$ cat src/rtl/wb_master_bridge.sv
// wb_master_bridge: single-outstanding CPU request to Wishbone master bridge with ACK timeout
module wb_master_bridge #(
    parameter int TIMEOUT = 16
) (
    input  logic        clk,
    input  logic        rst,
    input  logic        cpu_req,
    input  logic        cpu_we,
    input  logic [31:0] cpu_addr,
    input  logic [31:0] cpu_wdata,
    output logic [31:0] cpu_rdata,
    output logic        cpu_done,
    output logic        cpu_err,
    output logic        cpu_busy,
    output logic        wb_STB,
    output logic        wb_WE,
    output logic [31:0] wb_ADDR,
    output logic [31:0] wb_DAT_O,
    input  logic [31:0] wb_DAT_I,
    input  logic        wb_ACK
);
    localparam logic [1:0] IDLE = 2'd0;
    localparam logic [1:0] BUS  = 2'd1;
    localparam logic [1:0] DONE = 2'd2;
    localparam logic [1:0] ERR  = 2'd3;
    localparam logic [15:0] TO_LAST = 16'(TIMEOUT - 1);

    logic [1:0]  state;
    logic [1:0]  nxt;
    logic [15:0] cnt;

    // next state: ACK is checked before the timeout so a late ACK still completes
    always_comb begin
        nxt = (state == IDLE) ? (cpu_req ? ((|cpu_addr[1:0]) ? ERR : BUS) : IDLE)
            : (state == BUS)  ? (wb_ACK ? DONE : (cnt == TO_LAST) ? ERR : BUS)
            : IDLE;
    end

    // state, counter and every output are registered from the next-state decode
    always_ff @(posedge clk) begin
        if (rst) begin
            state     <= IDLE;
            cnt       <= '0;
            wb_STB    <= 1'b0;
            wb_WE     <= 1'b0;
            wb_ADDR   <= '0;
            wb_DAT_O  <= '0;
            cpu_rdata <= '0;
            cpu_done  <= 1'b0;
            cpu_err   <= 1'b0;
            cpu_busy  <= 1'b0;
        end else begin
            state    <= nxt;
            cnt      <= (state == BUS && nxt == BUS) ? cnt + 16'd1 : '0;
            wb_STB   <= nxt == BUS;
            cpu_busy <= nxt != IDLE;
            cpu_done <= nxt == DONE;
            cpu_err  <= nxt == ERR;
            if (state == IDLE && nxt == BUS) begin
                wb_WE    <= cpu_we;
                wb_ADDR  <= cpu_addr;
                wb_DAT_O <= cpu_wdata;
            end
            if (state == BUS && wb_ACK && !wb_WE)
                cpu_rdata <= wb_DAT_I;
        end
    end
endmodule

$ cat config.mk
export PLATFORM = sky130hd
export DESIGN_NAME = wb_master_bridge
export DESIGN_NICKNAME = d
export VERILOG_FILES = /design/src/rtl/wb_master_bridge.sv
export SDC_FILE = /design/constraint.sdc
export NUM_CORES = 1
export LEC_CHECK = 0
export BUFFER_PORTS_ARGS = -buffer_cell sky130_fd_sc_hd__buf_2
export CORE_MARGIN = 10
export CORE_UTILIZATION = 49
export CTS_CLUSTER_SIZE = 28
export DETAILED_ROUTE_END_ITERATION = 6
export GPL_ROUTABILITY_DRIVEN = 0
export PLACE_DENSITY = 0.92
export SLEW_MARGIN = 20
export SYNTH_ARGS = -nofsm -noshare
export SYNTH_HDL_FRONTEND = slang
export SYNTH_SLANG_ARGS = --single-unit
$ cat constraint.sdc
create_clock -name clk -period 2.2 [get_ports clk]
set_input_delay 0.22 -clock clk [delete_from_list [all_inputs] [get_ports clk]]
set_output_delay 0.22 -clock clk [all_outputs]
set_load 0.02 [all_outputs]
==> results of run 1 <==
==> sequential cells by signal, summed over array words and instances (netlist names) <==
signal and cells:
cpu_rdata 32, wb_ADDR 32, wb_DAT_O 32, cnt 16, state 2, cpu_busy 1, cpu_done 1, cpu_err 1
wb_STB 1, wb_WE 1
==> critical path: stages, from the launching register on <==
cell and delay (ns):
sky130_fd_sc_hd__dfxtp_1 0.35, sky130_fd_sc_hd__nand2b_4 0.16, sky130_fd_sc_hd__or4_2 0.55, sky130_fd_sc_hd__buf_4 0.32, sky130_fd_sc_hd__nand2_1 0.17, sky130_fd_sc_hd__a21oi_1 0.10
==> metrics by stage <==
stage | util (%) | total power (W) | cells
final | 80.1 | 0.00586 | 931
after global placement | 61.5 | 0.00272 | 803
after floorplan | - | 0.00255 | 519
after global routing | 80.1 | 0.00606 | 930
after CTS | 80.1 | 0.00586 | 930
after detailed placement | 61.5 | 0.00274 | 803
==> placed cells by master, fill, tap and decap left out, types with 2 or more instances in the layout <==
| cell type | count |
|---|---|
| sky130_fd_sc_hd__buf_2 | 201 |
| sky130_fd_sc_hd__nand2_1 | 194 |
| sky130_fd_sc_hd__dfxtp_1 | 119 |
| sky130_fd_sc_hd__a21oi_1 | 95 |
| sky130_fd_sc_hd__dlygate4sd3_1 | 95 |
| sky130_fd_sc_hd__nor2_1 | 21 |
| sky130_fd_sc_hd__clkbuf_16 | 16 |
| sky130_fd_sc_hd__xnor2_1 | 13 |
| sky130_fd_sc_hd__nor4_1 | 8 |
| sky130_fd_sc_hd__buf_4 | 8 |
| sky130_fd_sc_hd__nor3_1 | 7 |
| sky130_fd_sc_hd__nand3_1 | 5 |
| sky130_fd_sc_hd__bufinv_16 | 5 |
| sky130_fd_sc_hd__clkinv_4 | 5 |
| sky130_fd_sc_hd__inv_1 | 4 |
| sky130_fd_sc_hd__nor3b_1 | 2 |
| sky130_fd_sc_hd__nand4_1 | 2 |
| sky130_fd_sc_hd__clkbuf_8 | 2 |
| sky130_fd_sc_hd__inv_6 | 2 |
==> how the worst max path moves through the flow <==
stage / endpoint / startpoint
after floorplan: cnt[10]$_SDFF_PP0_ / cnt[0]$_SDFF_PP0_
after global placement: wb_DAT_O[17]$_SDFFE_PP0P_ / state[0]$_SDFF_PP0_
after detailed placement: wb_ADDR[26]$_SDFFE_PP0P_ / state[0]$_SDFF_PP0_
after CTS: wb_ADDR[9]$_SDFFE_PP0P_ / state[0]$_SDFF_PP0_
after global routing: wb_DAT_O[8]$_SDFFE_PP0P_ / state[0]$_SDFF_PP0_
final: wb_DAT_O[8]$_SDFFE_PP0P_ / state[0]$_SDFF_PP0_
==> logic make-up (layout without fill, tap and decap cells) <==
kind of cell	Yosys count	in the layout	synth area share, %
AND/OR/NAND/NOR	249	249	24.1
flip-flops	119	119	55.7
AO/OA/AOI/OAI	99	99	11.9
buffers and inverters	37	340	5.17
XOR/XNOR	14	14	2.86
adder cells (fa/ha/maj)	1	1	0.292
other	0	1	0
==> power breakdown <==
group	switching [W]	internal, W
combinational	0.000318	0.000275
clock	0.00101	0.00200
sequential	0.0000390	0.00222
total	0.00137	0.00450
==> repair_timing <==
item | CTS | global route
hold endpoints to repair | 95 | 0
setup buffers | 0 | 0
hold buffers | 95 | 0
==> layer usage <==
layer / part of all wire, % / routed length [um] / GRT usage [%] / vias to the layer above
met2: 51 / 8410 / 43.0 / 284
met5: 0 / 0 / 0 / -
met1: 35 / 5720 / 24.9 / 2245
met4: 4.4 / 713 / 14.5 / 0
li1: - / - / - / 2275
met3: 9.3 / 1520 / 9.66 / 60
==> cell type report <==
type,count,share of cell area (%)
multi-input cells,363,24.5
flip-flops and latches,119,34.6
diodes,1,0.0363
repair buffers,304,29.3
clock inverters,13,3.18
well taps,108,1.96
inverters,4,0.218
clock buffers,19,6.27
==> results by group, run 1 <==
Run status
  – Run status: completed

CTS
  – CTS root buf: sky130_fd_sc_hd__clkbuf_8
  – Post_cts resized: 0
  – H-tree lvl count: 4
  – Clock transition at path regs: 0.06 ns
  – Number of buffers between clock root and the deepest sink: 2
  – Clock tree from TritonCTS: built
  – Number of sinks driven by the clock tree: about 120
  – Worst skew pair latency: 0.50 ns
  – CTS buffer count: 17

Finish
  – Proportion of layout cells with a drive suffix above 1: between 20% and 30%
  – Post-route cell area: about 0.0069 sq mm
  – Filler instances: roughly 460
  – Layout overhead on the synthesized area: 60.9%
  – Area of the multi-input gates: 0.00168 sq mm
  – Net count reported at finish: 911
  – Sequential Area: 0.00238 sq mm

Placement
  – Number of buffer cells added on primary ports: 201
  – Detailed placer's ending HPWL: 9.27 mm
  – Worst setup timing slack at the placement stage: approximately 0.45 ns
  – Post-placement cell area: 0.00528 sq mm

Critical path
  – Maximum fanout along the worst path: 63
  – Worst endpoint required time: 2.57 ns
  – Reg2reg start: state[0]$_SDFF_PP0_
  – Capture point of the worst reg-to-reg path: wb_DAT_O[8]$_SDFFE_PP0P_
  – Launching element type of the critical path: register
  – Arrival time at the worst endpoint: 2.21 ns
  – Type of destination of the critical path: register
  – Worst setup path category: reg -> reg
  – Number of cell instances on the worst register-to-register path: 5
  – Register-to-register setup slack: roughly 0.36 ns

Global route
  – Via count of the first global-routing pass: 5142
  – Number of antenna violations at the first check in global routing: 0
  – Global Route Usage Sum: between 20% and 30%
  – Largest net degree at the start of global routing: between 60 and 70
  – Wire length of the first global-routing pass: 26.1 mm
  – Final global-route overflow total: 0

Yosys
  – Leading post-synthesis cells by instance count: sky130_fd_sc_hd__nand2_1, sky130_fd_sc_hd__dfxtp_1, sky130_fd_sc_hd__a21oi_1
  – Fraction of synthesis flops using an asynchronous set or reset pin: 0%
  – Cell type with the largest total area after synthesis: sky130_fd_sc_hd__dfxtp_1
  – Cell with the most instances after synthesis: sky130_fd_sc_hd__nand2_1
  – Gate count of the mapped netlist: 519
  – Main area contributors after synthesis: sky130_fd_sc_hd__dfxtp_1, sky130_fd_sc_hd__nand2_1, sky130_fd_sc_hd__a21oi_1
  – Count of synthesis-stage warnings from yosys: 0
  – Sequential cell area fraction in the yosys report: a little under three fifths
  – Cell Area, Synth: between 0.004 and 0.005 sq mm
  – Number of distinct library cell variants in the gate-level netlist after synthesis: 30
  – Register bit count reported by yosys: roughly 120
  – Fraction of post-synthesis cell area in the top cell type by area: a little under three fifths
  – Predominant post-synthesis flop cell: sky130_fd_sc_hd__dfxtp_1
  – Synthesized area divided by synthesized cell count: 8.25 sq um
  – Count of flip-flops with a built-in enable after synthesis: 0
  – Mapped Nets: ~620

STA
  – Actual slew at the worst max-slew pin: 0.631 ns
  – Aggregate negative setup slack: 0 ns
  – Total setup violations reported at the end of the flow: 0
  – Max Slew Vio Count: 0
  – Clock Skew: 0.00774 ns
  – Hold Vio Cnt, Final: 0
  – Final clock period utilization by the worst path: 83.6%
  – Slew margin rel.: 57.9%
  – Worst hold margin: ~0.049 ns
  – Minimum setup slack in the final design: 0.361 ns
  – Setup repair after global routing missed its margin: false
  – Fmax: around 540 MHz
  – Final critical path time including I/O delays and setup: 1.84 ns

Min path
  – Worst Hold End: cpu_busy$_SDFF_PP0_
  – Path class of the lowest-slack min-delay path: in -> reg
  – Startpoint of the lowest-slack hold path: cpu_req
  – Worst hold path stage count: 3

Routing
  – Count of vias placed by the detailed router: 4864
  – Detailed Route Iter0 Violations: 470
  – Detailed-route wire length: 16.4 mm
  – Detailed-route vias per instance: 5.22
  – Post-detailed-route DRC marker count: 0
  – Wirelength per Cell: 17.6 um
  – Antenna viol nets, final: 0
  – 1st-pass router iterations: 5

Power
  – Cell area power density: 852 mW/mm^2
  – Peak supply drop: around 0.56 mV
  – Reported leakage power: around 3 nW

Floorplanning
  – Width of the die: 113 um
  – Cell Rows: 34
  – Chip height: 113 um
  – Core region area: 0.00859 sq mm
  – Starting Density: 49.8%
  – Top Ports: around 200
  – Die area: 0.0129 sq mm

Run
  – Number of violations of the max-capacitance limit: 0
(Power assumes the default switching activity.)
==> run 2: changes to the inputs <==
--- a/config.mk
+++ b/config.mk
@@ -5,13 +5,14 @@
 export SDC_FILE = /design/constraint.sdc
 export NUM_CORES = 1
 export LEC_CHECK = 0
+export ABC_AREA = 1
 export BUFFER_PORTS_ARGS = -buffer_cell sky130_fd_sc_hd__buf_2
 export CORE_MARGIN = 10
-export CORE_UTILIZATION = 49
+export CORE_UTILIZATION = 47
 export CTS_CLUSTER_SIZE = 28
 export DETAILED_ROUTE_END_ITERATION = 6
 export GPL_ROUTABILITY_DRIVEN = 0
-export PLACE_DENSITY = 0.92
+export PLACE_DENSITY = 0.88
 export SLEW_MARGIN = 20
 export SYNTH_ARGS = -nofsm -noshare
 export SYNTH_HDL_FRONTEND = slang
==> constraint.sdc (replaced) <==
create_clock -name clk -period 1.87 [get_ports clk]
set_input_delay 0.187 -clock clk [delete_from_list [all_inputs] [get_ports clk]]
set_output_delay 0.187 -clock clk [all_outputs]
set_load 0.02 [all_outputs]
==> run 2 against run 1 <==
- global-route usage down 1.4 points
- combinational power up 59%
- sequential share of layout area decreased by 1.2 points
- synthesized cell count rose by 12%
- cell count rose by 8.8%
- total power grew 18%
- critical path depth up 2
- sequential cell count did not move
- register-to-register slack got worse by 0.15 ns
- clock power is 7.6% higher
- worst setup slack got worse by 0.15 ns
==> results by group, run 2 <==
Run status
  – Run status: completed

STA
  – Total setup violations reported at the end of the flow: 0
  – Setup repair after global routing missed its margin: false
  – Clock Skew: approximately 0.0096 ns
  – Slew margin rel.: 63.2%
  – Minimum setup slack in the final design: 0.211 ns
  – Aggregate negative setup slack: 0 ns
  – Final clock period utilization by the worst path: 88.7%
  – Final critical path time including I/O delays and setup: about 1.7 ns
  – Fmax: approximately 600 MHz
  – Max Slew Vio Count: 0
  – Actual slew at the worst max-slew pin: between 0.5 and 0.6 ns
  – Hold Vio Cnt, Final: 0

Power
  – Reported leakage power: 3.30 nW
  – Peak supply drop: 0.634 mV
  – Post-route total power: 0.00694 W
  – Cell area power density: between 900 and 1000 mW/mm^2

Finish
  – Proportion of layout cells with a drive suffix above 1: between 20% and 30%
  – Filler instances: roughly 600
  – Layout overhead on the synthesized area: 57.5%
  – Top Registers: cpu_rdata x32, wb_ADDR x32, wb_DAT_O x32
  – Post-route cell area: between 0.007 and 0.008 sq mm
  – Area of the multi-input gates: 0.00163 sq mm
  – Number of non-filler instances in the completed layout: slightly above 1k
  – Most frequent cells in the layout: sky130_fd_sc_hd__buf_2, sky130_fd_sc_hd__dfxtp_1, sky130_fd_sc_hd__nor2_1, sky130_fd_sc_hd__dlygate4sd3_1, sky130_fd_sc_hd__inv_1
  – Net count reported at finish: 970
  – Sequential Area: 0.00238 sq mm
  – Most common library cell in the layout ignoring fill and taps: sky130_fd_sc_hd__buf_2

Yosys
  – Number of distinct library cell variants in the gate-level netlist after synthesis: 26
  – Main area contributors after synthesis: sky130_fd_sc_hd__dfxtp_1, sky130_fd_sc_hd__o21ai_0, sky130_fd_sc_hd__nor2_1
  – Mapped Nets: 681
  – Fraction of synthesis flops using an asynchronous set or reset pin: 0%
  – Cell Area, Synth: 0.00453 sq mm
  – Cell type with the largest total area after synthesis: sky130_fd_sc_hd__dfxtp_1
  – Register bit count reported by yosys: 119
  – Synthesized area divided by synthesized cell count: about 7.8 sq um
  – Count of flip-flops with a built-in enable after synthesis: 0
  – Gate count of the mapped netlist: ~580
  – Leading post-synthesis cells by instance count: sky130_fd_sc_hd__dfxtp_1, sky130_fd_sc_hd__nor2_1, sky130_fd_sc_hd__inv_1
  – Cell with the most instances after synthesis: sky130_fd_sc_hd__dfxtp_1
  – Count of synthesis-stage warnings from yosys: 0
  – Sequential cell area fraction in the yosys report: 52.6%
  – Predominant post-synthesis flop cell: sky130_fd_sc_hd__dfxtp_1
  – Fraction of post-synthesis cell area in the top cell type by area: 52.6%

CTS
  – Post_cts resized: 0
  – CTS buffer count: 17
  – H-tree lvl count: 4
  – Worst skew pair latency: roughly 0.50 ns
  – Clock transition at path regs: about 0.06 ns
  – CTS root buf: sky130_fd_sc_hd__clkbuf_8
  – Clock tree from TritonCTS: built
  – Number of sinks driven by the clock tree: between 100 and 150
  – Number of buffers between clock root and the deepest sink: 2

Routing
  – Wirelength per Cell: 16.9 um
  – 1st-pass router iterations: 7
  – Antenna viol nets, final: 0
  – Count of vias placed by the detailed router: between 5k and 6k
  – Post-detailed-route DRC marker count: 0
  – Detailed-route wire length: 17.1 mm
  – Detailed Route Iter0 Violations: 448
  – Detailed-route vias per instance: approximately 5.0

Floorplanning
  – Chip height: 118 um
  – Starting Density: 48.5%
  – Width of the die: ~120 um
  – Top Ports: 202
  – Core region area: approximately 0.0093 sq mm
  – Die area: 0.0140 sq mm
  – Cell Rows: 35

Placement
  – Worst setup timing slack at the placement stage: 0.332 ns
  – Detailed placer's ending HPWL: 9.20 mm
  – Post-placement cell area: 0.00558 sq mm
  – Cell Count Post-Placement: 883
  – Number of buffer cells added on primary ports: 201

Critical path
  – Ordered list of cells on the worst path: inv_2 > nor2_4 > nand2_4 > nor2_4 > inv_2 > nor2_1 > nor2_1
  – Arrival time at the worst endpoint: 2.04 ns
  – Slowest cell on the critical path: sky130_fd_sc_hd__dfxtp_1
  – Worst endpoint required time: 2.25 ns
  – Crit-path leading delay family: simple AND/OR/NAND/NOR gates
  – Critical path buffers and inverters: 2
  – Maximum fanout along the worst path: 32
  – Worst setup path category: reg -> reg
  – Launching element type of the critical path: register
  – Crit path largest cell delay: 0.37 ns
  – Type of destination of the critical path: register

Min path
  – Path class of the lowest-slack min-delay path: in -> reg

Global route
  – Largest net degree at the start of global routing: 129
  – Global Route Usage Sum: 23.5%
  – Final global-route overflow total: 0
  – Via count of the first global-routing pass: 5305
  – Wire length of the first global-routing pass: 26.8 mm
  – Number of antenna violations at the first check in global routing: 4

Run
  – Number of violations of the max-capacitance limit: 0
[run 2: cell count changes in the layout (fill, tap and decap cells not counted), sizes merged, moves of 4 or more]
cell,previous run,this run
a21oi,95,64
xnor2,13,3
nor3,7,3
inv,6,92
nor2,21,116
nand2,194,39
o21ai,0,95
nor4,9,0
[run 2: cell type report]
cell class                 instances  share of cell area, %
clock inverter                    13                   2.44
multi-input combinational        340                   22.9
sequential                       119                   33.4
timing repair buffer             301                   28.3
antenna                            4                  0.140
tap                              129                   2.26
inverter                          89                   4.69
clock buffer                      18                   5.86
[run 2: repair_timing]
item                                   in CTS  in global routing
endpoints found under the hold margin      95                  0
hold buffers                               95                  0
buffers inserted                            0                  0
[run 2: tightest hold or removal path, stage by stage]
cell                      delay (ns)
sky130_fd_sc_hd__buf_2          0.08
sky130_fd_sc_hd__o21ai_0        0.09
sky130_fd_sc_hd__a21oi_1        0.13
[run 2: stage by stage]
stage	util [%]	hold WS, ns
floorplan	-	0.259
global placement	59.8	0.407
detailed placement	59.8	0.415
CTS	76.3	0.0137
global route	76.4	0.0503
finish	76.4	0.0351
[run 2: worst paths after layout]
| kind | from | to | slack [ns] | cells after the start |
|---|---|---|---|---|
| hold reg to reg | wb_DAT_O[30]$_SDFFE_PP0P_ | wb_DAT_O[30]$_SDFFE_PP0P_ | 0.44 | 2 |
| setup / recovery | state[0]$_SDFF_PP0_ | cpu_rdata[3]$_SDFFE_PP0P_ | 0.21 | 7 |
| setup reg to reg | state[0]$_SDFF_PP0_ | cpu_rdata[3]$_SDFFE_PP0P_ | 0.21 | 7 |
| hold / removal | cpu_addr[15] | wb_ADDR[15]$_SDFFE_PP0P_ | 0.04 | 3 |
[run 2: logic make-up (layout without fill, tap and decap cells)]
logic type	Yosys count	count (layout)	share of synthesized area (%)
DFF	119	119	52.6
xor gates and xnor gates	7	7	1.35
buffers and inverters	120	421	11.3
other	0	4	0
adders and majority gates	1	1	0.276
AOI/OAI and AO/OA	160	160	17.7
and+or+nand+nor	172	172	16.7
[run 2: metal layers]
metal	vias to the layer above	share of wire [%]	track usage [%]
li1	2410	-	-
met1	2316	35	23.1
met2	266	52	41.7
met3	62	8.2	8.04
met4	0	4.2	14.4
met5	-	0	0
[run 2: where the power goes]
part	leakage, nW	internal [W]	switching, W
logic	2.05	0.000394	0.000548
clock network	0.278	0.00204	0.00120
registers	0.969	0.00268	0.0000798
total	3.30	0.00511	0.00183
